$ cat config.mk
export PLATFORM = sky130hd
export DESIGN_NAME = dmi_responder
export DESIGN_NICKNAME = d
export VERILOG_FILES = /design/src/rtl/dmi_pkg.sv /design/src/rtl/dmi_cmd_timer.sv /design/src/rtl/dmi_responder.sv
export SDC_FILE = /design/constraint.sdc
export NUM_CORES = 1
export LEC_CHECK = 0
export ABC_AREA = 1
export BUFFER_PORTS_ARGS = -buffer_cell sky130_fd_sc_hd__buf_2
export CAP_MARGIN = 0
export CORE_ASPECT_RATIO = 0.7
export CORE_MARGIN = 4
export CORE_UTILIZATION = 50
export DETAILED_ROUTE_END_ITERATION = 8
export HOLD_SLACK_MARGIN = 0.03
export PLACE_DENSITY = 0.8
export SLEW_MARGIN = 15
export SYNTH_ARGS = -nofsm -noshare
export SYNTH_HDL_FRONTEND = slang
export SYNTH_SLANG_ARGS = --single-unit
$ cat constraint.sdc
create_clock -name tck_i -period 2.4 [get_ports tck_i]
set_input_delay 0.48 -clock tck_i [delete_from_list [all_inputs] [get_ports tck_i]]
set_output_delay 0.48 -clock tck_i [all_outputs]
set_load 0.01 [all_outputs]
$ cat src/rtl/dmi_pkg.sv
// dmi_pkg: types and constants shared by both ends of the DMI link (the
// JTAG-side initiator and the debug-module responder).
//   dm_op_e    : request operation encoding (op 3 is reserved and not listed)
//   dm_resp_e  : response code encoding
//   Data0 .. Command : debug register addresses
//   dmi_req_t / dmi_resp_t : packed request and response bundles
package dmi_pkg;

  typedef enum logic [1:0] {
    DMINop   = 2'd0,
    DMIRead  = 2'd1,
    DMIWrite = 2'd2
  } dm_op_e;

  typedef enum logic [1:0] {
    DMINoError = 2'd0,
    DMIFailed  = 2'd2,
    DMIBusy    = 2'd3
  } dm_resp_e;

  localparam logic [6:0] Data0      = 7'h04;
  localparam logic [6:0] DMControl  = 7'h10;
  localparam logic [6:0] DMStatus   = 7'h11;
  localparam logic [6:0] AbstractCS = 7'h16;
  localparam logic [6:0] Command    = 7'h17;

  typedef struct packed {
    logic [6:0]  addr;
    logic [1:0]  op;
    logic [31:0] data;
  } dmi_req_t;

  typedef struct packed {
    logic [31:0] data;
    logic [1:0]  resp;
  } dmi_resp_t;

endpackage

$ cat src/rtl/dmi_cmd_timer.sv
// dmi_cmd_timer: abstract-command busy model. A down-counter that is loaded
// with CmdLatency when a command launches and then counts down by one every
// cycle until it reaches zero.
//   tck_i   : clock
//   trst_ni : asynchronous active-low reset
//   load_i  : launch a command (counter <= CmdLatency)
//   clear_i : abort (counter <= 0), wins over load_i
//   busy_o  : counter is nonzero
module dmi_cmd_timer #(
  parameter int unsigned CmdLatency = 4
) (
  input  logic tck_i,
  input  logic trst_ni,
  input  logic load_i,
  input  logic clear_i,
  output logic busy_o
);

  logic [7:0] count_q, count_d;

  always_comb begin
    count_d = count_q;
    if (clear_i) begin
      count_d = 8'd0;
    end else if (load_i) begin
      count_d = 8'(CmdLatency);
    end else if (count_q != 8'd0) begin
      count_d = count_q - 8'd1;
    end
  end

  always_ff @(posedge tck_i or negedge trst_ni) begin
    if (!trst_ni) begin
      count_q <= 8'd0;
    end else begin
      count_q <= count_d;
    end
  end

  assign busy_o = (count_q != 8'd0);

endmodule

$ cat src/rtl/dmi_responder.sv
// dmi_responder: debug-module end of the DMI link. Accepts one request at a
// time, executes it against a small debug register file on the accept edge,
// and presents a registered response the following cycle.
//   tck_i / trst_ni          : clock, asynchronous active-low reset
//   req_valid_i/req_ready_o  : request handshake (ready only while Idle)
//   req_addr_i/op_i/data_i   : 7-bit address, 2-bit op, 32-bit write data
//   resp_valid_o/ready_i     : response handshake
//   resp_data_o/resp_resp_o  : 32-bit read data, 2-bit response code
//   dmactive_o, haltreq_o    : dmcontrol fields
//   cmd_busy_o               : abstract command in progress
// Optional feature macro: DMI_ADDR_CHECK_EN -- when defined, accesses to
// unmapped addresses (including unimplemented data registers) answer failed.
module dmi_responder
  import dmi_pkg::*;
#(
  parameter int unsigned NumData    = 2,
  parameter int unsigned CmdLatency = 4
) (
  input  logic        tck_i,
  input  logic        trst_ni,
  input  logic        req_valid_i,
  output logic        req_ready_o,
  input  logic [6:0]  req_addr_i,
  input  logic [1:0]  req_op_i,
  input  logic [31:0] req_data_i,
  output logic        resp_valid_o,
  input  logic        resp_ready_i,
  output logic [31:0] resp_data_o,
  output logic [1:0]  resp_resp_o,
  output logic        dmactive_o,
  output logic        haltreq_o,
  output logic        cmd_busy_o
);

  localparam logic [0:0] StIdle    = 1'b0;
  localparam logic [0:0] StRespond = 1'b1;

  logic [0:0]  state_q, state_d;
  logic [31:0] data_q [NumData];
  logic [31:0] data_d [NumData];
  logic        dmactive_q, dmactive_d;
  logic        haltreq_q, haltreq_d;
  logic [2:0]  cmderr_q, cmderr_d;
  dmi_resp_t   resp_q, resp_d;

  logic        accept;
  logic        busy;
  logic        timer_load;
  logic        timer_clear;
  logic        is_read;
  logic        is_write;
  logic        data_hit;
  logic [31:0] data_rd;

  assign req_ready_o  = (state_q == StIdle);
  assign accept       = req_valid_i && req_ready_o;
  assign resp_valid_o = (state_q == StRespond);
  assign resp_data_o  = resp_q.data;
  assign resp_resp_o  = resp_q.resp;
  assign dmactive_o   = dmactive_q;
  assign haltreq_o    = haltreq_q;
  assign cmd_busy_o   = busy;

  assign is_read  = (req_op_i == DMIRead);
  assign is_write = (req_op_i == DMIWrite);

  dmi_cmd_timer #(
    .CmdLatency(CmdLatency)
  ) u_cmd_timer (
    .tck_i  (tck_i),
    .trst_ni(trst_ni),
    .load_i (timer_load),
    .clear_i(timer_clear),
    .busy_o (busy)
  );

  // Decode the data register window; only implemented registers hit, the
  // rest of 0x04..0x0F falls through to the unmapped handling.
  always_comb begin
    data_hit = 1'b0;
    data_rd  = 32'h0;
    for (int i = 0; i < NumData; i++) begin
      if (req_addr_i == Data0 + 7'(i)) begin
        data_hit = 1'b1;
        data_rd  = data_q[i];
      end
    end
  end

  // Register access happens on the accept edge; the response is captured in
  // the same edge so it is stable for the whole Respond state. Read data is
  // always taken from the current (pre-write) register values.
  always_comb begin
    state_d     = state_q;
    data_d      = data_q;
    dmactive_d  = dmactive_q;
    haltreq_d   = haltreq_q;
    cmderr_d    = cmderr_q;
    resp_d      = resp_q;
    timer_load  = 1'b0;
    timer_clear = 1'b0;

    case (state_q)
      StIdle: begin
        if (accept) begin
          state_d     = StRespond;
          resp_d.data = 32'h0;
          resp_d.resp = DMINoError;
          if (!is_read && !is_write) begin
            if (req_op_i != DMINop) begin
              resp_d.resp = DMIFailed;
            end
          end else if (data_hit) begin
            // Data registers are locked while a command runs; the offending
            // access is reported only if no earlier error is pending.
            if (busy) begin
              resp_d.resp = DMIBusy;
              if (cmderr_q == 3'd0) begin
                cmderr_d = 3'd1;
              end
            end else if (is_read) begin
              resp_d.data = data_rd;
            end else begin
              for (int i = 0; i < NumData; i++) begin
                if (req_addr_i == Data0 + 7'(i)) begin
                  data_d[i] = req_data_i;
                end
              end
            end
          end else begin
            case (req_addr_i)
              DMControl: begin
                if (is_read) begin
                  resp_d.data = {haltreq_q, 30'h0, dmactive_q};
                end else begin
                  dmactive_d = req_data_i[0];
                  haltreq_d  = req_data_i[31];
                  if (!req_data_i[0]) begin
                    for (int i = 0; i < NumData; i++) begin
                      data_d[i] = 32'h0;
                    end
                    cmderr_d    = 3'd0;
                    timer_clear = 1'b1;
                  end
                end
              end
              DMStatus: begin
                if (is_read) begin
                  resp_d.data = {23'h0, haltreq_q, 4'h0, 4'h2};
                end
              end
              AbstractCS: begin
                if (is_read) begin
                  resp_d.data = {19'h0, busy, 1'b0, cmderr_q, 4'h0, 4'(NumData)};
                end else begin
                  cmderr_d = cmderr_q & ~req_data_i[10:8];
                end
              end
              Command: begin
                if (is_write) begin
                  if (busy) begin
                    if (cmderr_q == 3'd0) begin
                      cmderr_d = 3'd1;
                    end
                  end else begin
                    timer_load = 1'b1;
                  end
                end
              end
              default: begin
`ifdef DMI_ADDR_CHECK_EN
                resp_d.resp = DMIFailed;
`else
                resp_d.resp = DMINoError;
`endif
              end
            endcase
          end
        end
      end
      StRespond: begin
        if (resp_ready_i) begin
          state_d = StIdle;
        end
      end
      default: state_d = StIdle;
    endcase
  end

  always_ff @(posedge tck_i or negedge trst_ni) begin
    if (!trst_ni) begin
      state_q    <= StIdle;
      dmactive_q <= 1'b0;
      haltreq_q  <= 1'b0;
      cmderr_q   <= 3'd0;
      resp_q     <= '0;
      for (int i = 0; i < NumData; i++) begin
        data_q[i] <= 32'h0;
      end
    end else begin
      state_q    <= state_d;
      dmactive_q <= dmactive_d;
      haltreq_q  <= haltreq_d;
      cmderr_q   <= cmderr_d;
      resp_q     <= resp_d;
      for (int i = 0; i < NumData; i++) begin
        data_q[i] <= data_d[i];
      end
    end
  end

endmodule

# Yosys cells after proc, flatten, opt, wreduce, memory -nomap -nowiden
# Index checks and enable logic that the tools add are counted.
# classes
mul	0
magnitude_cmp	0
addsub	1
n_reduce_logical	15
bitwise	6
n_div	0
shift	0
n_eq_ne	16
mux	51
# op_table
cell	n
64-bit two-way mux	6
32-bit two-way mux	8
32-bit case mux with 3 select lines	1
34-bit two-way mux	1
7-bit by 5-bit equality test with 1-bit output (second input constant)	4
8-bit two-way mux	3
8-bit AND reduction	3
3-bit two-way mux	7
1-bit two-way mux	18
7-bit by 3-bit equality test with 1-bit output (second input constant)	2
13-bit two-way mux	1
3-bit inequality test (second input constant)	4
9-bit two-way mux	1
3-bit case mux with 3 select lines	1
8-bit nonzero test	1
8-bit by 1-bit subtractor with 8-bit output (second input constant)	1
2-bit two-way mux	3
2-bit by 1-bit inequality test with 1-bit output (second input constant)	3
6-bit AND reduction	1
1-bit inverter	4
2-bit nonzero test	2
4-bit nonzero test	1
3-bit AND	1
3-bit zero test	1
other kinds (9)	11
# word_totals
mem_bits_ro	0
mem_count	0
reg_bits	112
word_cells	98
output_inout_bits	39
mem_bits_rw	0
inputBits	45
latch_bits	0

# Logic depth before layout (Yosys ltp)
# Gate-level depths: netlist (run 1).
# logic_depth
depth_word	10
ltp_mapped	11
depth_no_buf	10

# By module
# A second synthesis (run 1) with hierarchy kept.
# unflattened
cells_unflattened	732
hier_area_um2	5781.8
# by_module_without_submodules
mod	cells_each	n_inst	seq_area_each_um2	area_per_inst_um2
dmi_responder	663	1	2602.5	5257.5
dmi_cmd_timer	69	1	200.2	524.3

# Worst setup path before layout (run 1)
# OpenSTA, ideal clock, no wires.
# synth_path
path_type	input to register
start	input req_op_i[0]
end	register resp_q (netlist bit resp_data_o[11])
cell_stages	9
slack_ps	519
arrival_time_ps	1798
path_buffers	1
path_cell_list	inv_1 ha_1 inv_1 nor2_1 inv_1 nor2_1 nand3_1 clkbuf_1 o21ai_0
# synth_between
elab_chain_cells	5
elab_cells_between_ends	9
classes_between	2 x eq/ne; 4 x mux; 3 x reduce/logical
# synth_rtl
item	line_no	text
start, declared	dmi_responder.sv:24	input logic [1:0] req_op_i,
2-bit by 1-bit equality test with 1-bit output	dmi_responder.sv:64	assign is_read = (req_op_i == DMIRead);
32-bit two-way mux	dmi_responder.sv:121	end else if (is_read) begin
32-bit two-way mux	dmi_responder.sv:116	if (busy) begin
34-bit two-way mux	dmi_responder.sv:113	end else if (data_hit) begin
32-bit two-way mux *	dmi_responder.sv:109	if (!is_read && !is_write) begin
end signal, assigned	dmi_responder.sv:205	resp_q <= resp_d;
end, declared	dmi_responder.sv:44	dmi_resp_t resp_q, resp_d;
# Mark *: on every way between the ends. The rest lies on a longest branch, timed or not.
# A chain may end at the register's enable or synchronous reset.

# Worst setup path after layout (run 1)
# layout_path
start	register u_cmd_timer.count_q[0]
end	register data_q[8] in the netlist's numbering
# layout_between
elab_chain_cells	3
# layout_rtl
item	line_no	text
start, declared	dmi_cmd_timer.sv:19	logic [7:0] count_q, count_d;
start signal, assigned	dmi_cmd_timer.sv:36	count_q <= count_d;
8-bit nonzero test	dmi_cmd_timer.sv:40	assign busy_o = (count_q != 8'd0);
2-bit inequality test (no line)	--	
8-bit AND reduction (no line)	--	
end signal, assigned by index	dmi_responder.sv:207	data_q[i] <= data_d[i];
end, declared	dmi_responder.sv:39	logic [31:0] data_q [NumData];
# Every way passes these cells.

==> impl_metrics.json, run 1 <==
{
  "dr.pass1.iters": 5,
  "globalplace.congestion": 0.918,
  "portBuffers": 83,
  "cts.path.max_buffers": 2,
  "core.rowCount": 31,
  "grt_max_degree": 66,
  "status": "finished, final reports clean",
  "hpwl_um": 9140,
  "start_util_pct": 51.7,
  "critPathMaxFanout": 21,
  "grt_pass1_wl_um": 22000,
  "fmax_mhz": 467,
  "synth_ff_type": "dfrtp_1",
  "synth_warnings": 0,
  "vdd_drop_max_uv": 434,
  "dp_cells": 886,
  "final_common_cell": "inv_1",
  "most-common-layout-cells": "150 x inv_1, 142 x nand2_1, 112 x dfrtp_1",
  "ctsHtreeMaxLevel": 3,
  "synthDistinctLibCells": 32,
  "ioPinCount": 84,
  "post_drt_wl_per_cell_um": 14.6,
  "hold_ws_ns": 0.0550,
  "fin_crit_sh_pct": 89.2,
  "rr_endpoint": "data_q[8]$_DFFE_PN0P_",
  "maxCapViolations": 0,
  "cp-endpoint": "data_q[8]$_DFFE_PN0P_",
  "cts_hold_buf": 0,
  "viasPerCell": 5.23,
  "gr-total-overflow": 0,
  "stdcell_count": 902,
  "crit_required_ns": 2.68,
  "path_clk_slew_ns": 0.07,
  "insertedDiodeCount": 0,
  "core_um2": 10500,
  "ys_seq_elements": 112,
  "finalMaxSlewViolations": 0,
  "vias": 4718,
  "cp-start-kind": "flop",
  "rr_startpoint": "u_cmd_timer.count_q[0]$_DFFE_PN0P_",
  "finalClockSkew_ns": 0.0111,
  "syn_area_um2": 5420,
  "grt_pass1_vias": 4646,
  "cts_buffers": 9,
  "cts_tree": "yes",
  "drive_above_1_share_pct": 16.4,
  "drtIter0Drc": 398,
  "drt_wl_total_um": 13200,
  "finalSetupViolCount": 0,
  "postCtsSetupBuffers": 0,
  "clock_latency_ns": 0.35,
  "avgSynthCellArea_um2": 7.89,
  "crit_type": "reg -> reg",
  "synth_nets": 735,
  "grt_usage_pct": 21.7,
  "min_period_ns": 2.14,
  "async_reset_ff_share_pct": 100,
  "synth_edf_count": 0,
  "nNetsFinal": 814,
  "worst_pin_slew_ns": 0.462,
  "arrival_ns": 2.42,
  "die-area_um2": 12600,
  "drc_errors": 0,
  "postRouteAntennaNets": 0,
  "cts_root_buffer": "clkbuf_16",
  "cts.sink_count": 112,
  "antenna_found_initial": 0,
  "final_area_um2": 6310,
  "power_density_nw_per_um2": 681,
  "hp-class": "in -> async",
  "synthCells": 686,
  "finalHoldViolCount": 0,
  "p_leak_nw": 3.41,
  "slew_headroom_pct": 69.2,
  "endpoint_kind": "flop",
  "post_cts_resized": 0,
  "ys_seq_area_share_pct": 51.8,
  "ff2ff_path_depth": 11,
  "setup_tns_ns": 0,
  "critPathLaunch": "u_cmd_timer.count_q[0]$_DFFE_PN0P_",
  "die_h_um": 95.1,
  "r2r_slack_ns": 0.26,
  "dpl_cell_area_um2": 6010,
  "syn2layout_area_growth_pct": 16.6,
  "rsz0062_at_grt": "false",
  "die_width_um": 132
}
## worst max-delay path: stages (launching register included)
cell and delay, ns:
dfrtp_1 0.41, inv_1 0.07, ha_1 0.22, nand2_2 0.13
nor2_8 0.20, inv_4 0.09, nand2_4 0.10, nand3_4 0.11
nor2_8 0.31, buf_4 0.25, nand2_1 0.07, o21ai_1 0.09
## routing by layer
| layer | vias up | global-route usage, % | routed length, um |
|---|---|---|---|
| met3 | 24 | 4.48 | 796 |
| met4 | 0 | 6.75 | 195 |
| met5 | - | 0 | 0 |
| met2 | 178 | 34.7 | 6130 |
| li1 | 2280 | - | - |
| met1 | 2236 | 30.3 | 6040 |
## flip-flops by register name, summed over array words and instances (netlist names)
signal,cells
cmderr_q,3
data_q,64
dmactive_o,1
haltreq_o,1
resp_data_o,32
resp_resp_o,2
resp_valid_o,1
u_cmd_timer.count_q,8
## logic make-up (layout without fill, tap and decap cells)
| kind of cell | after synthesis | count (layout) | share of synthesized area (%) |
|---|---|---|---|
| xor gates and xnor gates | 6 | 6 | 0.970 |
| and+or+nand+nor | 244 | 244 | 19.4 |
| DFF | 112 | 112 | 51.8 |
| AOI/OAI and AO/OA | 139 | 139 | 13.8 |
| buffers and inverters | 181 | 265 | 13.2 |
| adders and majority gates | 4 | 4 | 0.924 |
## worst min path at each step
| stage | startpoint | cells past startpoint | endpoint |
|---|---|---|---|
| 3_5_place_dp | trst_ni | 1 | resp_data_o[6]$_DFFE_PN0P_ |
| 6_report | trst_ni | 1 | resp_data_o[10]$_DFFE_PN0P_ |
| 3_3_place_gp | trst_ni | 1 | resp_data_o[6]$_DFFE_PN0P_ |
| 5_1_grt | trst_ni | 1 | resp_data_o[11]$_DFFE_PN0P_ |
| 4_1_cts | trst_ni | 1 | resp_data_o[11]$_DFFE_PN0P_ |
| 2_1_floorplan | trst_ni | 0 | cmderr_q[0]$_DFFE_PN0P_ |
## final cells by class
cell class	count	area [um^2]
Fill cell	931	4160
Timing Repair Buffer	95	558
Sequential cell	112	2800
Clock inverter	4	51.3
Inverter	154	581
Clock buffer	12	256
Tap cell	132	165
Multi-Input combinational cell	393	1900
## Yosys cell counts (4+ instances only)
cell type | instances | area share (%)
clkbuf_1 | 13 | 0.90
nand2_2 | 4 | 0.46
o21ai_0 | 41 | 3.8
o22ai_1 | 32 | 3.7
nor2_1 | 60 | 4.2
inv_1 | 150 | 10
nand4_1 | 7 | 0.81
xor2_1 | 4 | 0.65
nand3_1 | 19 | 1.8
buf_4 | 6 | 0.83
o21ai_1 | 60 | 5.5
nand2_1 | 142 | 9.8
ha_1 | 4 | 0.92
buf_2 | 7 | 0.65
dfrtp_1 | 112 | 52
## metrics by stage
| step | power [mW] | util [%] | worst slack, ns |
|---|---|---|---|
| floorplan | 2.58 | - | 0.519 |
| global placement | 2.75 | 57.3 | 0.263 |
| detailed placement | 2.80 | 57.3 | 0.200 |
| CTS | 4.34 | 60.3 | 0.247 |
| global route | 4.51 | 60.3 | 0.0910 |
| finish | 4.30 | 60.3 | 0.260 |
## where the power goes
part	leakage (nW)	total, mW	switching [mW]	internal (mW)
logic	2.02	0.616	0.376	0.240
registers	1.24	2.15	0.0978	2.05
clock network	0.149	1.54	0.668	0.869
total	3.41	4.30	1.14	3.16
Note: power is estimated with default switching activity, not from simulation.
==> run 2: changes to the inputs <==
==> constraint.sdc (replaced) <==
create_clock -name tck_i -period 2.4 [get_ports tck_i]
set_input_delay 0.24 -clock tck_i [delete_from_list [all_inputs] [get_ports tck_i]]
set_output_delay 0.24 -clock tck_i [all_outputs]
set_load 0.01 [all_outputs]
==> impl_metrics.json, run 2 (synthesis results as in run 1) <==
{
  "hpwl_um": 9020,
  "combPwrFrac_pct": 14.4,
  "antenna_found_initial": 0,
  "hp-class": "in -> reg",
  "drive_above_1_share_pct": 15.9,
  "dp_cells": 884,
  "viasPerCell": 5.27,
  "p_int_mw": 3.12,
  "drc_errors": 0,
  "core.rowCount": 31,
  "finalHoldViolCount": 0,
  "cts_buffers": 9,
  "max_stage_delay_ns": 0.42,
  "crit_required_ns": 2.68,
  "vdd_drop_max_uv": 414,
  "p_clk_share_pct": 35.0,
  "largest_reg_flops": 64,
  "cts.path.max_buffers": 2,
  "cp-start-kind": "flop",
  "die-area_um2": 12600,
  "post_cts_resized": 0,
  "hold_ws_ns": 0.0718,
  "dr.pass1.iters": 5,
  "post_drt_wl_per_cell_um": 14.7,
  "setup_tns_ns": 0,
  "critPathBufInv": 3,
  "grt_pass1_vias": 4741,
  "start_util_pct": 51.7,
  "cts.sink_count": 112,
  "postRouteAntennaNets": 0,
  "grt_pass1_wl_um": 22300,
  "worst-path-stages": 11,
  "die_width_um": 132,
  "power.share.sequential_pct": 50.7,
  "maxCapViolations": 0,
  "drt_wl_total_um": 13200,
  "worstPathCellList": "inv_1 > ha_1 > nand2_2 > nor2_8 > inv_4 > nand2_4 > nand3_4 > nor2_8 > buf_12 > nand2_1 > o21ai_1",
  "p_leak_nw": 3.39,
  "vias": 4738,
  "grt_usage_pct": 22.1,
  "portBuffers": 83,
  "p_switching_mw": 1.12,
  "final_area_um2": 6290,
  "final_common_cell": "inv_1",
  "crit_top_cell": "nor2_8",
  "insertedDiodeCount": 0,
  "finalMaxSlewViolations": 0,
  "min_period_ns": 2.14,
  "arrival_ns": 2.42,
  "nNetsFinal": 813,
  "min_path_cells": 2,
  "status": "finished, final reports clean",
  "slew_headroom_pct": 24.6,
  "finalClockSkew_ns": 0.00794,
  "core_um2": 10500,
  "critPathMaxFanout": 25,
  "gr-total-overflow": 0,
  "globalplace.congestion": 0.844,
  "stdcell_count": 899,
  "ioPinCount": 84,
  "endpoint_kind": "flop",
  "p_sw_share_pct": 26.5,
  "crit_type": "reg -> reg",
  "critPathSlowestCell": "dfrtp_1",
  "dpl_cell_area_um2": 5990,
  "worst_pin_slew_ns": 1.13,
  "most-common-layout-cells": "150 x inv_1, 142 x nand2_1, 112 x dfrtp_1",
  "cts_root_buffer": "clkbuf_16",
  "fmax_mhz": 468,
  "regMostFlops": "data_q",
  "rsz0062_at_grt": "false",
  "path_clk_slew_ns": 0.07,
  "finalSetupViolCount": 0,
  "power_density_nw_per_um2": 674,
  "ff2ff_path_depth": 11,
  "drtIter0Drc": 320,
  "syn2layout_area_growth_pct": 16.1,
  "final_util_pct": 60.0,
  "crit_family": "simple AND/OR/NAND/NOR gates",
  "grt_max_degree": 65,
  "cts_tree": "yes",
  "clock_latency_ns": 0.35,
  "ctsHtreeMaxLevel": 3,
  "r2r_slack_ns": 0.26,
  "fin_crit_sh_pct": 89.1,
  "die_h_um": 95.1
}
run 2: timing repair:
item	4_1_cts	5_1_grt
setup buffers	0	0
setup endpoints to repair	0	0
hold buffers	1	0
hold endpoints to repair	60	0
run 2: layout make-up:
type / count / area (um^2)
Clock buffer: 11 / 243
Clock inverter: 3 / 43.8
Fill cell: 918 / 4190
Inverter: 154 / 581
Multi-Input combinational cell: 393 / 1900
Sequential cell: 112 / 2800
Tap cell: 132 / 165
Timing Repair Buffer: 94 / 553
run 2: path summary, 6_finish.rpt:
| check | start | to |
|---|---|---|
| worst max-delay path | u_cmd_timer.count_q[0]$_DFFE_PN0P_ | data_q[9]$_DFFE_PN0P_ |
| worst min-delay path | resp_ready_i | resp_valid_o$_DFF_PN0_ |
| worst max register to register | u_cmd_timer.count_q[0]$_DFFE_PN0P_ | data_q[9]$_DFFE_PN0P_ |
| worst min register to register | cmderr_q[0]$_DFFE_PN0P_ | cmderr_q[0]$_DFFE_PN0P_ |
| max in group asynchronous | trst_ni | data_q[29]$_DFFE_PN0P_ |
| min in group asynchronous | trst_ni | resp_data_o[4]$_DFFE_PN0P_ |
run 2: power groups by stage:
stage	registers [mW]	logic, mW	clock network (mW)
2_1_floorplan	2.16	0.419	0
3_3_place_gp	2.17	0.580	0
3_5_place_dp	2.18	0.612	0
4_1_cts	2.15	0.617	1.50
5_1_grt	2.17	0.698	1.60
6_report	2.15	0.610	1.48
run 2: metrics by stage:
step | setup slack (ns) | power [mW]
2_1_floorplan | 0.639 | 2.58
5_1_grt | 0.116 | 4.47
6_report | 0.263 | 4.24
3_3_place_gp | 0.366 | 2.75
4_1_cts | 0.285 | 4.27
3_5_place_dp | 0.235 | 2.79
run 2: routing by layer:
layer | vias to the layer above | part of all wire [%] | routed length [um] | track usage [%]
li1 | 2279 | - | - | -
met1 | 2244 | 45 | 5970 | 30.4
met2 | 195 | 46 | 6070 | 34.8
met3 | 20 | 7.9 | 1040 | 6.43
met4 | 0 | 1.3 | 166 | 6.06
met5 | - | 0 | 0 | 0
==> run 3: changes to the inputs <==
--- a/config.mk
+++ b/config.mk
@@ -11,6 +11,7 @@
 export CORE_ASPECT_RATIO = 0.7
 export CORE_MARGIN = 4
 export CORE_UTILIZATION = 50
+export CTS_BUF_LIST = sky130_fd_sc_hd__clkbuf_16
 export DETAILED_ROUTE_END_ITERATION = 8
 export HOLD_SLACK_MARGIN = 0.03
 export PLACE_DENSITY = 0.8
==> impl_metrics.json, run 3 (synthesis results as in run 1) <==
{
  "status": "finished, final reports clean",
  "worstPathCellList": "inv_1 > ha_1 > nand2_2 > nor2_8 > inv_4 > nand2_4 > nand3_4 > nor2_8 > buf_12 > nand2_1 > o21ai_1",
  "post_cts_resized": 0,
  "crit_family": "simple AND/OR/NAND/NOR gates",
  "hp-class": "in -> reg",
  "regMostFlops": "data_q",
  "critPathMaxFanout": 25,
  "slew_headroom_pct": 24.2,
  "dpl_cell_area_um2": 5990,
  "ioPinCount": 84,
  "setup_tns_ns": 0,
  "largest_reg_flops": 64,
  "rr_startpoint": "u_cmd_timer.count_q[0]$_DFFE_PN0P_",
  "cts_buffers": 9,
  "core.rowCount": 31,
  "gr-total-overflow": 0,
  "dpl_worst_slack_ns": 0.235,
  "r2r_slack_ns": 0.27,
  "drtIter0Drc": 322,
  "cts.sink_count": 112,
  "insertedDiodeCount": 0,
  "min_path_cells": 2,
  "core_um2": 10500,
  "critPathSlowestCell": "dfrtp_1",
  "rr_endpoint": "data_q[9]$_DFFE_PN0P_",
  "finalMaxSlewViolations": 0,
  "die_width_um": 132,
  "max_stage_delay_ns": 0.42,
  "path_clk_slew_ns": 0.07,
  "critPathLaunch": "u_cmd_timer.count_q[0]$_DFFE_PN0P_",
  "arrival_ns": 2.41,
  "endpoint_kind": "flop",
  "wl_met3_um": 1070,
  "postRouteAntennaNets": 0,
  "dr.pass1.iters": 5,
  "finalHoldViolCount": 0,
  "hp-start": "resp_ready_i",
  "cts.path.max_buffers": 2,
  "n_fill_cell": 917,
  "post_drt_wl_per_cell_um": 14.7,
  "cts_root_buffer": "clkbuf_16",
  "fmax_mhz": 469,
  "viasPerCell": 5.25,
  "min_period_ns": 2.13,
  "vdd_drop_max_uv": 414,
  "finalClockSkew_ns": 0.00726,
  "crit_type": "reg -> reg",
  "final_area_um2": 6280,
  "ctsHtreeMaxLevel": 3,
  "wl_met2_um": 6070,
  "start_util_pct": 51.7,
  "finalSetupViolCount": 0,
  "fin_crit_sh_pct": 88.8,
  "crit_top_cell": "nor2_8",
  "most-common-layout-cells": "151 x inv_1, 142 x nand2_1, 112 x dfrtp_1",
  "drt_wl_total_um": 13200,
  "worst-path-stages": 11,
  "worst_pin_slew_ns": 1.14,
  "final_util_pct": 59.9,
  "syn2layout_area_growth_pct": 15.9,
  "grt_pass1_vias": 4740,
  "holdPathEnd": "resp_valid_o$_DFF_PN0_",
  "maxCapViolations": 0,
  "final_common_cell": "inv_1",
  "grt_pass1_wl_um": 22300,
  "antenna_found_initial": 0,
  "die_h_um": 95.1,
  "grt_usage_pct": 22.1,
  "p_leak_nw": 3.39,
  "critPathBufInv": 3,
  "hpwl_um": 9020,
  "vias": 4719,
  "rsz0062_at_grt": "false",
  "power_density_nw_per_um2": 669,
  "wl_met1_um": 5940,
  "nNetsFinal": 813,
  "setup_ws_ns": 0.269,
  "drc_errors": 0,
  "top_layer": "met4",
  "globalplace.congestion": 0.844,
  "hold_ws_ns": 0.0735,
  "drive_above_1_share_pct": 15.8,
  "clock_latency_ns": 0.35,
  "grt_max_degree": 65,
  "crit_required_ns": 2.68,
  "ff2ff_path_depth": 11,
  "cp-start-kind": "flop",
  "portBuffers": 83,
  "cts_tree": "yes",
  "die-area_um2": 12600
}
[run 3: cell count changes in the layout (fill, tap and decap cells not counted)]
cell / change
clkbuf_1: -1
clkbuf_8: -1
clkinv_1: +1
inv_1: +1
[run 3: cell type report]
type                            count  area [um^2]  share of cell area [%]
Multi-Input combinational cell    393         1900                    30.3
Timing Repair Buffer               94          553                    8.81
Inverter                          154          581                    9.25
Tap cell                          132          165                    2.63
Clock inverter                      5         51.3                   0.817
Clock buffer                        9          225                    3.59
Sequential cell                   112         2800                    44.6
[run 3: worst max-delay path by stage]
stage               slack (ns)                     end
finish                    0.27   data_q[9]$_DFFE_PN0P_
global route              0.12   data_q[6]$_DFFE_PN0P_
CTS                       0.29   data_q[9]$_DFFE_PN0P_
detailed placement        0.23  data_q[27]$_DFFE_PN0P_
global placement          0.37   data_q[6]$_DFFE_PN0P_
floorplan                 0.64  data_q[32]$_DFFE_PN0P_
[run 3: per-stage QoR]
step                      total power [mW]  instances
after floorplan                       2.58        686
after global placement                2.75        884
after detailed placement              2.79        884
after CTS                             4.23        899
after global routing                  4.43        899
final                                 4.20        899
[run 3: worst reg2reg max path: stages, from the launching register on]
cell and delay [ns]:
dfrtp_1 0.42, inv_1 0.07, ha_1 0.22, nand2_2 0.13, nor2_8 0.21, inv_4 0.10, nand2_4 0.10, nand3_4 0.11
nor2_8 0.32, buf_12 0.22, nand2_1 0.07, o21ai_1 0.08
[run 3: power breakdown]
| part | leakage, nW | switching [mW] | total, mW | internal, mW |
|---|---|---|---|---|
| Combinational | 2.01 | 0.371 | 0.611 | 0.240 |
| Clock | 0.140 | 0.652 | 1.44 | 0.791 |
| Sequential | 1.24 | 0.0955 | 2.15 | 2.05 |
| Total | 3.39 | 1.12 | 4.20 | 3.08 |
[run 3: metal layers]
metal / vias up / global-route usage (%)
met1: 2231 / 30.4
met2: 192 / 34.8
li1: 2278 / -
met3: 18 / 6.43
met5: - / 0
met4: 0 / 6.06
[run 3: timing repair]
action,in CTS,in global routing
setup buffers,0,0
hold buffers,1,0
hold endpoints to repair,60,0
